`config.mk`:
```
export PLATFORM = sky130hd
export DESIGN_NAME = mem_arbiter
export DESIGN_NICKNAME = d
export VERILOG_FILES = /design/src/rtl/mem_arbiter.sv
export SDC_FILE = /design/constraint.sdc
export NUM_CORES = 1
export LEC_CHECK = 0
export ABC_AREA = 1
export CAP_MARGIN = 15
export CORE_UTILIZATION = 41
export CTS_CLUSTER_DIAMETER = 60
export DETAILED_ROUTE_END_ITERATION = 8
export PLACE_DENSITY = 0.85
export SYNTH_ARGS = -nofsm -noshare
export SYNTH_HDL_FRONTEND = slang
export SYNTH_SLANG_ARGS = --single-unit
```
`constraint.sdc`:
```
create_clock -name clk -period 2.7 [get_ports clk]
set_clock_uncertainty 0.15 [all_clocks]
set_input_delay 0.81 -clock clk [delete_from_list [all_inputs] [get_ports clk]]
set_output_delay 0.81 -clock clk [all_outputs]
set_load 0.05 [all_outputs]
```
`src/rtl/mem_arbiter.sv`:
```
// Two-master round-robin write arbiter in front of mem_ctrl, with a bounded lock.
// Every output is a flop; a master is masked for one cycle after its ack so it is never served twice.
module mem_arbiter #(
    parameter int ADDR_WIDTH = 32,
    parameter int DATA_WIDTH = 32,
    parameter int MAX_HOLD   = 4
) (
    input  logic                  clk,
    input  logic                  rst_n,
    input  logic                  m0_req,
    input  logic                  m0_lock,
    input  logic                  m0_we,
    input  logic [ADDR_WIDTH-1:0] m0_addr,
    input  logic [DATA_WIDTH-1:0] m0_data,
    output logic                  m0_ack,
    input  logic                  m1_req,
    input  logic                  m1_lock,
    input  logic                  m1_we,
    input  logic [ADDR_WIDTH-1:0] m1_addr,
    input  logic [DATA_WIDTH-1:0] m1_data,
    output logic                  m1_ack,
    output logic [ADDR_WIDTH-1:0] mem_addr,
    output logic [DATA_WIDTH-1:0] mem_data,
    output logic                  mem_we,
    output logic                  grant_id,
    output logic                  busy
);

    localparam logic [3:0] MAX_HOLD_C = 4'(MAX_HOLD);

    logic                  m0_ack_q, m0_ack_d;
    logic                  m1_ack_q, m1_ack_d;
    logic                  mem_we_q, mem_we_d;
    logic                  busy_q, busy_d;
    logic                  grant_id_q, grant_id_d;
    logic [ADDR_WIDTH-1:0] mem_addr_q, mem_addr_d;
    logic [DATA_WIDTH-1:0] mem_data_q, mem_data_d;
    logic                  last_grant_q, last_grant_d;
    logic                  lock_valid_q, lock_valid_d;
    logic                  lock_owner_q, lock_owner_d;
    logic [3:0]            hold_cnt_q, hold_cnt_d;

    logic elig0, elig1;
    logic owner_elig, other_elig;
    logic lock_hit, lock_override;
    logic grant_valid, grant_sel;
    logic sel_lock, sel_we;
    logic [ADDR_WIDTH-1:0] sel_addr;
    logic [DATA_WIDTH-1:0] sel_data;

    always_comb begin
        elig0      = m0_req & ~m0_ack_q;
        elig1      = m1_req & ~m1_ack_q;
        owner_elig = lock_owner_q ? elig1 : elig0;
        other_elig = lock_owner_q ? elig0 : elig1;

        // The lock wins unless it has used up its hold budget while the other master waits.
        lock_hit      = lock_valid_q & owner_elig & (~other_elig | (hold_cnt_q < MAX_HOLD_C));
        lock_override = lock_valid_q & owner_elig & other_elig & ~(hold_cnt_q < MAX_HOLD_C);

        grant_valid = 1'b0;
        grant_sel   = 1'b0;
        if (lock_hit) begin
            grant_valid = 1'b1;
            grant_sel   = lock_owner_q;
        end else if (elig0 ^ elig1) begin
            grant_valid = 1'b1;
            grant_sel   = elig1;
        end else if (elig0 & elig1) begin
            grant_valid = 1'b1;
            grant_sel   = ~last_grant_q;
        end

        sel_lock = grant_sel ? m1_lock : m0_lock;
        sel_we   = grant_sel ? m1_we   : m0_we;
        sel_addr = grant_sel ? m1_addr : m0_addr;
        sel_data = grant_sel ? m1_data : m0_data;
    end

    always_comb begin
        m0_ack_d     = grant_valid & ~grant_sel;
        m1_ack_d     = grant_valid & grant_sel;
        mem_we_d     = grant_valid & sel_we;
        busy_d       = grant_valid;
        grant_id_d   = grant_id_q;
        mem_addr_d   = mem_addr_q;
        mem_data_d   = mem_data_q;
        last_grant_d = last_grant_q;
        lock_valid_d = lock_valid_q;
        lock_owner_d = lock_owner_q;
        hold_cnt_d   = hold_cnt_q;

        if (grant_valid) begin
            grant_id_d   = grant_sel;
            mem_addr_d   = sel_addr;
            mem_data_d   = sel_data;
            last_grant_d = grant_sel;

            if (lock_override || !sel_lock) begin
                lock_valid_d = 1'b0;
                hold_cnt_d   = 4'd0;
            end else begin
                lock_valid_d = 1'b1;
                lock_owner_d = grant_sel;
                if (lock_valid_q && (lock_owner_q == grant_sel)) begin
                    hold_cnt_d = (hold_cnt_q == 4'd15) ? 4'd15 : hold_cnt_q + 4'd1;
                end else begin
                    hold_cnt_d = 4'd1;
                end
            end
        end
    end

    // last_grant resets to master 1 so that master 0 wins the first tie.
    always_ff @(posedge clk or negedge rst_n) begin
        if (!rst_n) begin
            m0_ack_q     <= 1'b0;
            m1_ack_q     <= 1'b0;
            mem_we_q     <= 1'b0;
            busy_q       <= 1'b0;
            grant_id_q   <= 1'b0;
            mem_addr_q   <= '0;
            mem_data_q   <= '0;
            last_grant_q <= 1'b1;
            lock_valid_q <= 1'b0;
            lock_owner_q <= 1'b0;
            hold_cnt_q   <= 4'd0;
        end else begin
            m0_ack_q     <= m0_ack_d;
            m1_ack_q     <= m1_ack_d;
            mem_we_q     <= mem_we_d;
            busy_q       <= busy_d;
            grant_id_q   <= grant_id_d;
            mem_addr_q   <= mem_addr_d;
            mem_data_q   <= mem_data_d;
            last_grant_q <= last_grant_d;
            lock_valid_q <= lock_valid_d;
            lock_owner_q <= lock_owner_d;
            hold_cnt_q   <= hold_cnt_d;
        end
    end

    assign m0_ack   = m0_ack_q;
    assign m1_ack   = m1_ack_q;
    assign mem_we   = mem_we_q;
    assign busy     = busy_q;
    assign grant_id = grant_id_q;
    assign mem_addr = mem_addr_q;
    assign mem_data = mem_data_q;

endmodule
```
* After elaboration in Yosys (flattened, before gate mapping)
Cells that the tools add are included.
** Word-level totals
- Flip-flop bits (word level) :: 76
- Output and inout bits :: 69
- Word-level logic and storage cells :: 54
** Operators by class
- Add/sub/neg operators :: 1
- Order comparisons :: 1
- Eq/ne operators :: 2
- Multiplexer cells :: 16
- Bitwise gates (word level) :: 19
- Reduce and logical (&&, ||, !) cells :: 4
** Operators by type and width (count)
- $mux W32 :: 2
- $mux W4 :: 3
- $mux W1 :: 11
- $and A1 B1 Y1 :: 10
- $not A1 Y1 :: 7
- $add A4 B1 Y4 const B :: 1
- $eq A4 B4 Y1 const B :: 1
- $lt A4 B3 Y1 const B :: 1
- $reduce_and A2 Y1 :: 1
- $eq A1 B1 Y1 :: 1
- $logic_and A1 B1 Y1 :: 1
- $logic_not A1 Y1 :: 1
- $logic_or A1 B1 Y1 :: 1
- $or A1 B1 Y1 :: 1
- $xor A1 B1 Y1 :: 1

* Longest topological paths before layout
- Word-level depth :: 12
- Gate-level depth with buffers :: 14
- Gate-level depth less buffers :: 12

* Least setup slack after synthesis
OpenSTA, ideal clock, no wires.
- Path kind :: input-to-reg
- From :: in m0_req
- To :: reg mem_addr_q[0], in the netlist mem_addr[0]
- Library setup time :: 0.125 ns
- Arrival time :: 2.001 ns
- Required time :: 2.425 ns
- Setup slack :: 0.424 ns
- Stages on the path :: 13
- Cells stage by stage :: nand2_1 -> ha_1 -> inv_1 -> nand2_1 -> nand3_1 -> nand2_1 -> nand2_2 -> inv_2 -> nor2_4 -> buf_6 -> buf_4 -> nand2_1 -> nand3_1
** Between the ends
- Word-level cells in the longest chain between the ends :: 7
** RTL lines
- start, declared :: line 10 : input logic m0_req,
- $and A1 B1 Y1 * :: line 52 : elig0 = m0_req & ~m0_ack_q;
- $mux W1 :: line 55 : other_elig = lock_owner_q ? elig0 : elig1;
- $not A1 Y1 :: line 58 : lock_hit = lock_valid_q & owner_elig & (~other_elig | (hold_cnt_q < MAX_HOLD_C));
- $or A1 B1 Y1 :: line 58
- $and A1 B1 Y1 :: line 58
- $mux W1 :: line 63 : if (lock_hit) begin
- $mux W32 :: line 76 : sel_addr = grant_sel ? m1_addr : m0_addr;
- end signal, assigned :: line 134 : mem_addr_q <= mem_addr_d;
- end, declared :: line 36 : logic [ADDR_WIDTH-1:0] mem_addr_q, mem_addr_d;
Every way passes the cells marked *; elsewhere a longest branch is shown, timed or not.
A chain may end at the register's enable or synchronous reset.

* Final worst setup path
- From :: in m1_req
- To :: reg mem_addr_q[16], in the netlist mem_addr[16]
** Between the ends
- Word-level cells in the longest chain between the ends :: 7
** RTL lines
- start, declared :: line 16 : input logic m1_req,
- $and A1 B1 Y1 * :: line 53 : elig1 = m1_req & ~m1_ack_q;
- $mux W1 :: line 55
- $not A1 Y1 :: line 58
- $or A1 B1 Y1 :: line 58
- $and A1 B1 Y1 :: line 58
- $mux W1 :: line 63
- $mux W32 :: line 76
Marked as above.

==> summary.md <==
| Metric | Value |
|---|---|
| Layout Cells excl Fill | `763` |
| Yosys reg bits | `76` |
| Hold crit path type | `input port to asynchronous set/reset pin` |
| Routed vias/inst | `5.03` |
| Minimum clock period | `2.59 ns` |
| Peak Freq | `386 MHz` |
| Average footprint of a synthesized cell | `7.86 um2` |
| Power density over cell area | `~1400 nW/um2` |
| Yosys warns | `0` |
| Commonest non-fill, non-tap cell in the layout | `nand2_1` |
| HPWL Detailed | `8.43 mm` |
| Vias in the first global route | `3,842` |
| Post-route cell area | `5920 um2` |
| Clk_lat worst skew | `0.34 ns` |
| ANT cells | `0` |
| Hold buffers post-CTS | `0` |
| Status | `finished, final reports clean` |
| Final period utilization | `0.960` |
| Fin util | `0.717` |
| Worst hold slack | `0.286 ns` |
| Share of layout cells above drive strength 1 | `0.0578` |
| Drt pass-1 iters | `6` |
| Final total negative setup slack | `0 ns` |
| Mapped Cells | `around 450` |
| Grt ovf | `0` |
| Relative slew slack | `0.622` |
| PostCTS Resize Cnt | `0` |
| H-tree depth | `3` |
| Nets@finish | `791` |
| Synth Cell Area | `3510 um2` |
| Synth cell types | `21` |
| Slew @ Worst Pin | `0.566 ns` |
| Most frequent cells in the layout | `228 x nand2_1, 203 x clkdlybuf4s50_1, 75 x dfrtp_1, 74 x nand3_1, 17 x inv_1` |
| Initial core utilization | `0.425` |
| DR DRC count | `0` |
| Critical Path Fanout Max | `33` |
| Clk buf depth | `2` |
| Crit path DAT | `2.71 ns` |
| Routed WL per cell | `14.7 um` |
| P&R area growth vs syn | `68.9%` |
| Syn nets | `584` |
| Gpl congestion | `0.893` |
| Cell Rows | `33` |
| Die W | `94.5 um` |
| Die Area | `approximately 8900 um2` |
| Max Slew Vio Count | `0` |
| Initial drt markers | `121` |
| Clock root buffer | `clkbuf_8` |
| MaxCap Viol Count | `0` |
| Wirelength, routed | `roughly 11 mm` |
| Final hold vios | `0` |
| IO Count | `a little over 200` |
| Antenna-violating nets left | `0` |
| First-pass GRT wire length | `17.4 mm` |
| Clock slew at reported path FFs | `0.08 ns` |
| CP Launch Point | `m1_req` |
| Vias | `3,837` |
| Largest net degree at the start of global routing | `41` |
| Setup crit start kind | `input port` |
| Port bufs | `204` |
| P_leak | `0.00272 uW` |
| Cell Area, Placed | `about 5700 um2` |
| Antenna violations before repair | `0` |
| FF-to-FF Start | `m1_ack` |
| Required @ worst endpoint | `2.82 ns` |
| Dpl cells | `747` |
| Gr usage total | `0.254` |
| # setup viols final | `0` |
| Core ar. | `approximately 8300 um2` |
| Postcts setup bufs | `0` |
| Kind of critical path | `input port to flop` |
| R2R Setup Slk | `just over 0.6 ns` |
| CTS tree | `yes` |
| Die height | `94.5 um` |
| Unrepaired setup endpoints after global routing | `false` |
| CTS Buf Count | `9` |
| TritonCTS Sinks | `76` |
| Peak supply drop | `0.000736 V` |
| Sequential-to-total area share from yosys stat | `0.543` |
| Critical path endpoint category | `flop` |
[critical path: stages]
cell             delay [ns]
clkdlybuf4s50_1        0.50
nand2_1                0.10
ha_1                   0.28
inv_1                  0.07
nand2_1                0.05
nand3_1                0.10
nand2_1                0.11
nand2_2                0.11
inv_2                  0.06
nor2_4                 0.14
buf_12                 0.21
nand2_1                0.09
nand3_1                0.08
[report_power, final]
part / switching (uW) / internal (uW) / leakage, uW / total (uW)
clock network: 420 / 527 / 0.000104 / 946
logic: 3370 / 1700 / 0.00168 / 5070
registers: 334 / 1710 / 0.000931 / 2040
[stage by stage]
| step | setup WS [ns] | power [uW] |
|---|---|---|
| global placement | -0.133 | 6980 |
| finish | 0.109 | 8060 |
| floorplan | 0.424 | 5320 |
| global route | 0.0239 | 8520 |
| detailed placement | -0.225 | 7140 |
| CTS | 0.116 | 8120 |
[synthesized netlist by cell type (all sizes together)]
cell type | number | area, um2
a21oi | 2 | 13.8
nor2 | 11 | 56.3
o21ai | 6 | 30.0
ha | 2 | 25.0
inv | 20 | 77.6
dfrtp | 75 | 1880
nand2 | 230 | 868
nand4 | 2 | 12.5
clkbuf | 5 | 18.8
and3 | 1 | 6.26
dfstp | 1 | 26.3
buf | 16 | 114
nand3 | 75 | 380
[layout make-up]
| class | instances | area (um2) |
|---|---|---|
| tap | 105 | 131 |
| multi-input combinational | 329 | 1390 |
| sequential | 76 | 1900 |
| fill | 624 | 2340 |
| inverter | 20 | 77.6 |
| clock buffer | 11 | 131 |
| timing repair buffer | 217 | 2200 |
| clock inverter | 5 | 85.1 |
[per-layer routing]
metal  up-vias  global-route usage  wire length [um]
met2       180               0.475              6010
met3        31              0.0580               840
met4         0               0.107               319
met5         -                   0                 0
met1      1810               0.273              4060
li1       1816                   -                 -
[path summary, 6_finish.rpt]
| kind | to | cells past startpoint |
|---|---|---|
| max in group asynchronous | last_grant_q | 2 |
| worst max-delay path | mem_addr[16] | 13 |
| worst max register to register | mem_addr[16] | 13 |
| min in group clk | grant_id | 2 |
| worst min-delay path | m1_ack | 1 |
| worst min register to register | grant_id | 2 |
[state kept, by name, summed over array words and instances (netlist names)]
signal	cells
mem_addr	32
mem_data	32
hold_cnt_q	4
busy	1
grant_id	1
last_grant_q	1
lock_owner_q	1
lock_valid_q	1
m0_ack	1
m1_ack	1
mem_we	1
[cells by family after synthesis]
family | after synthesis | share of synthesized area
AOI/OAI and AO/OA | 8 | 0.0125
DFF | 76 | 0.543
adders and majority gates | 2 | 0.00714
and+or+nand+nor | 319 | 0.378
buffers and inverters | 41 | 0.0600
Note: power is estimated with default switching activity, not from simulation.
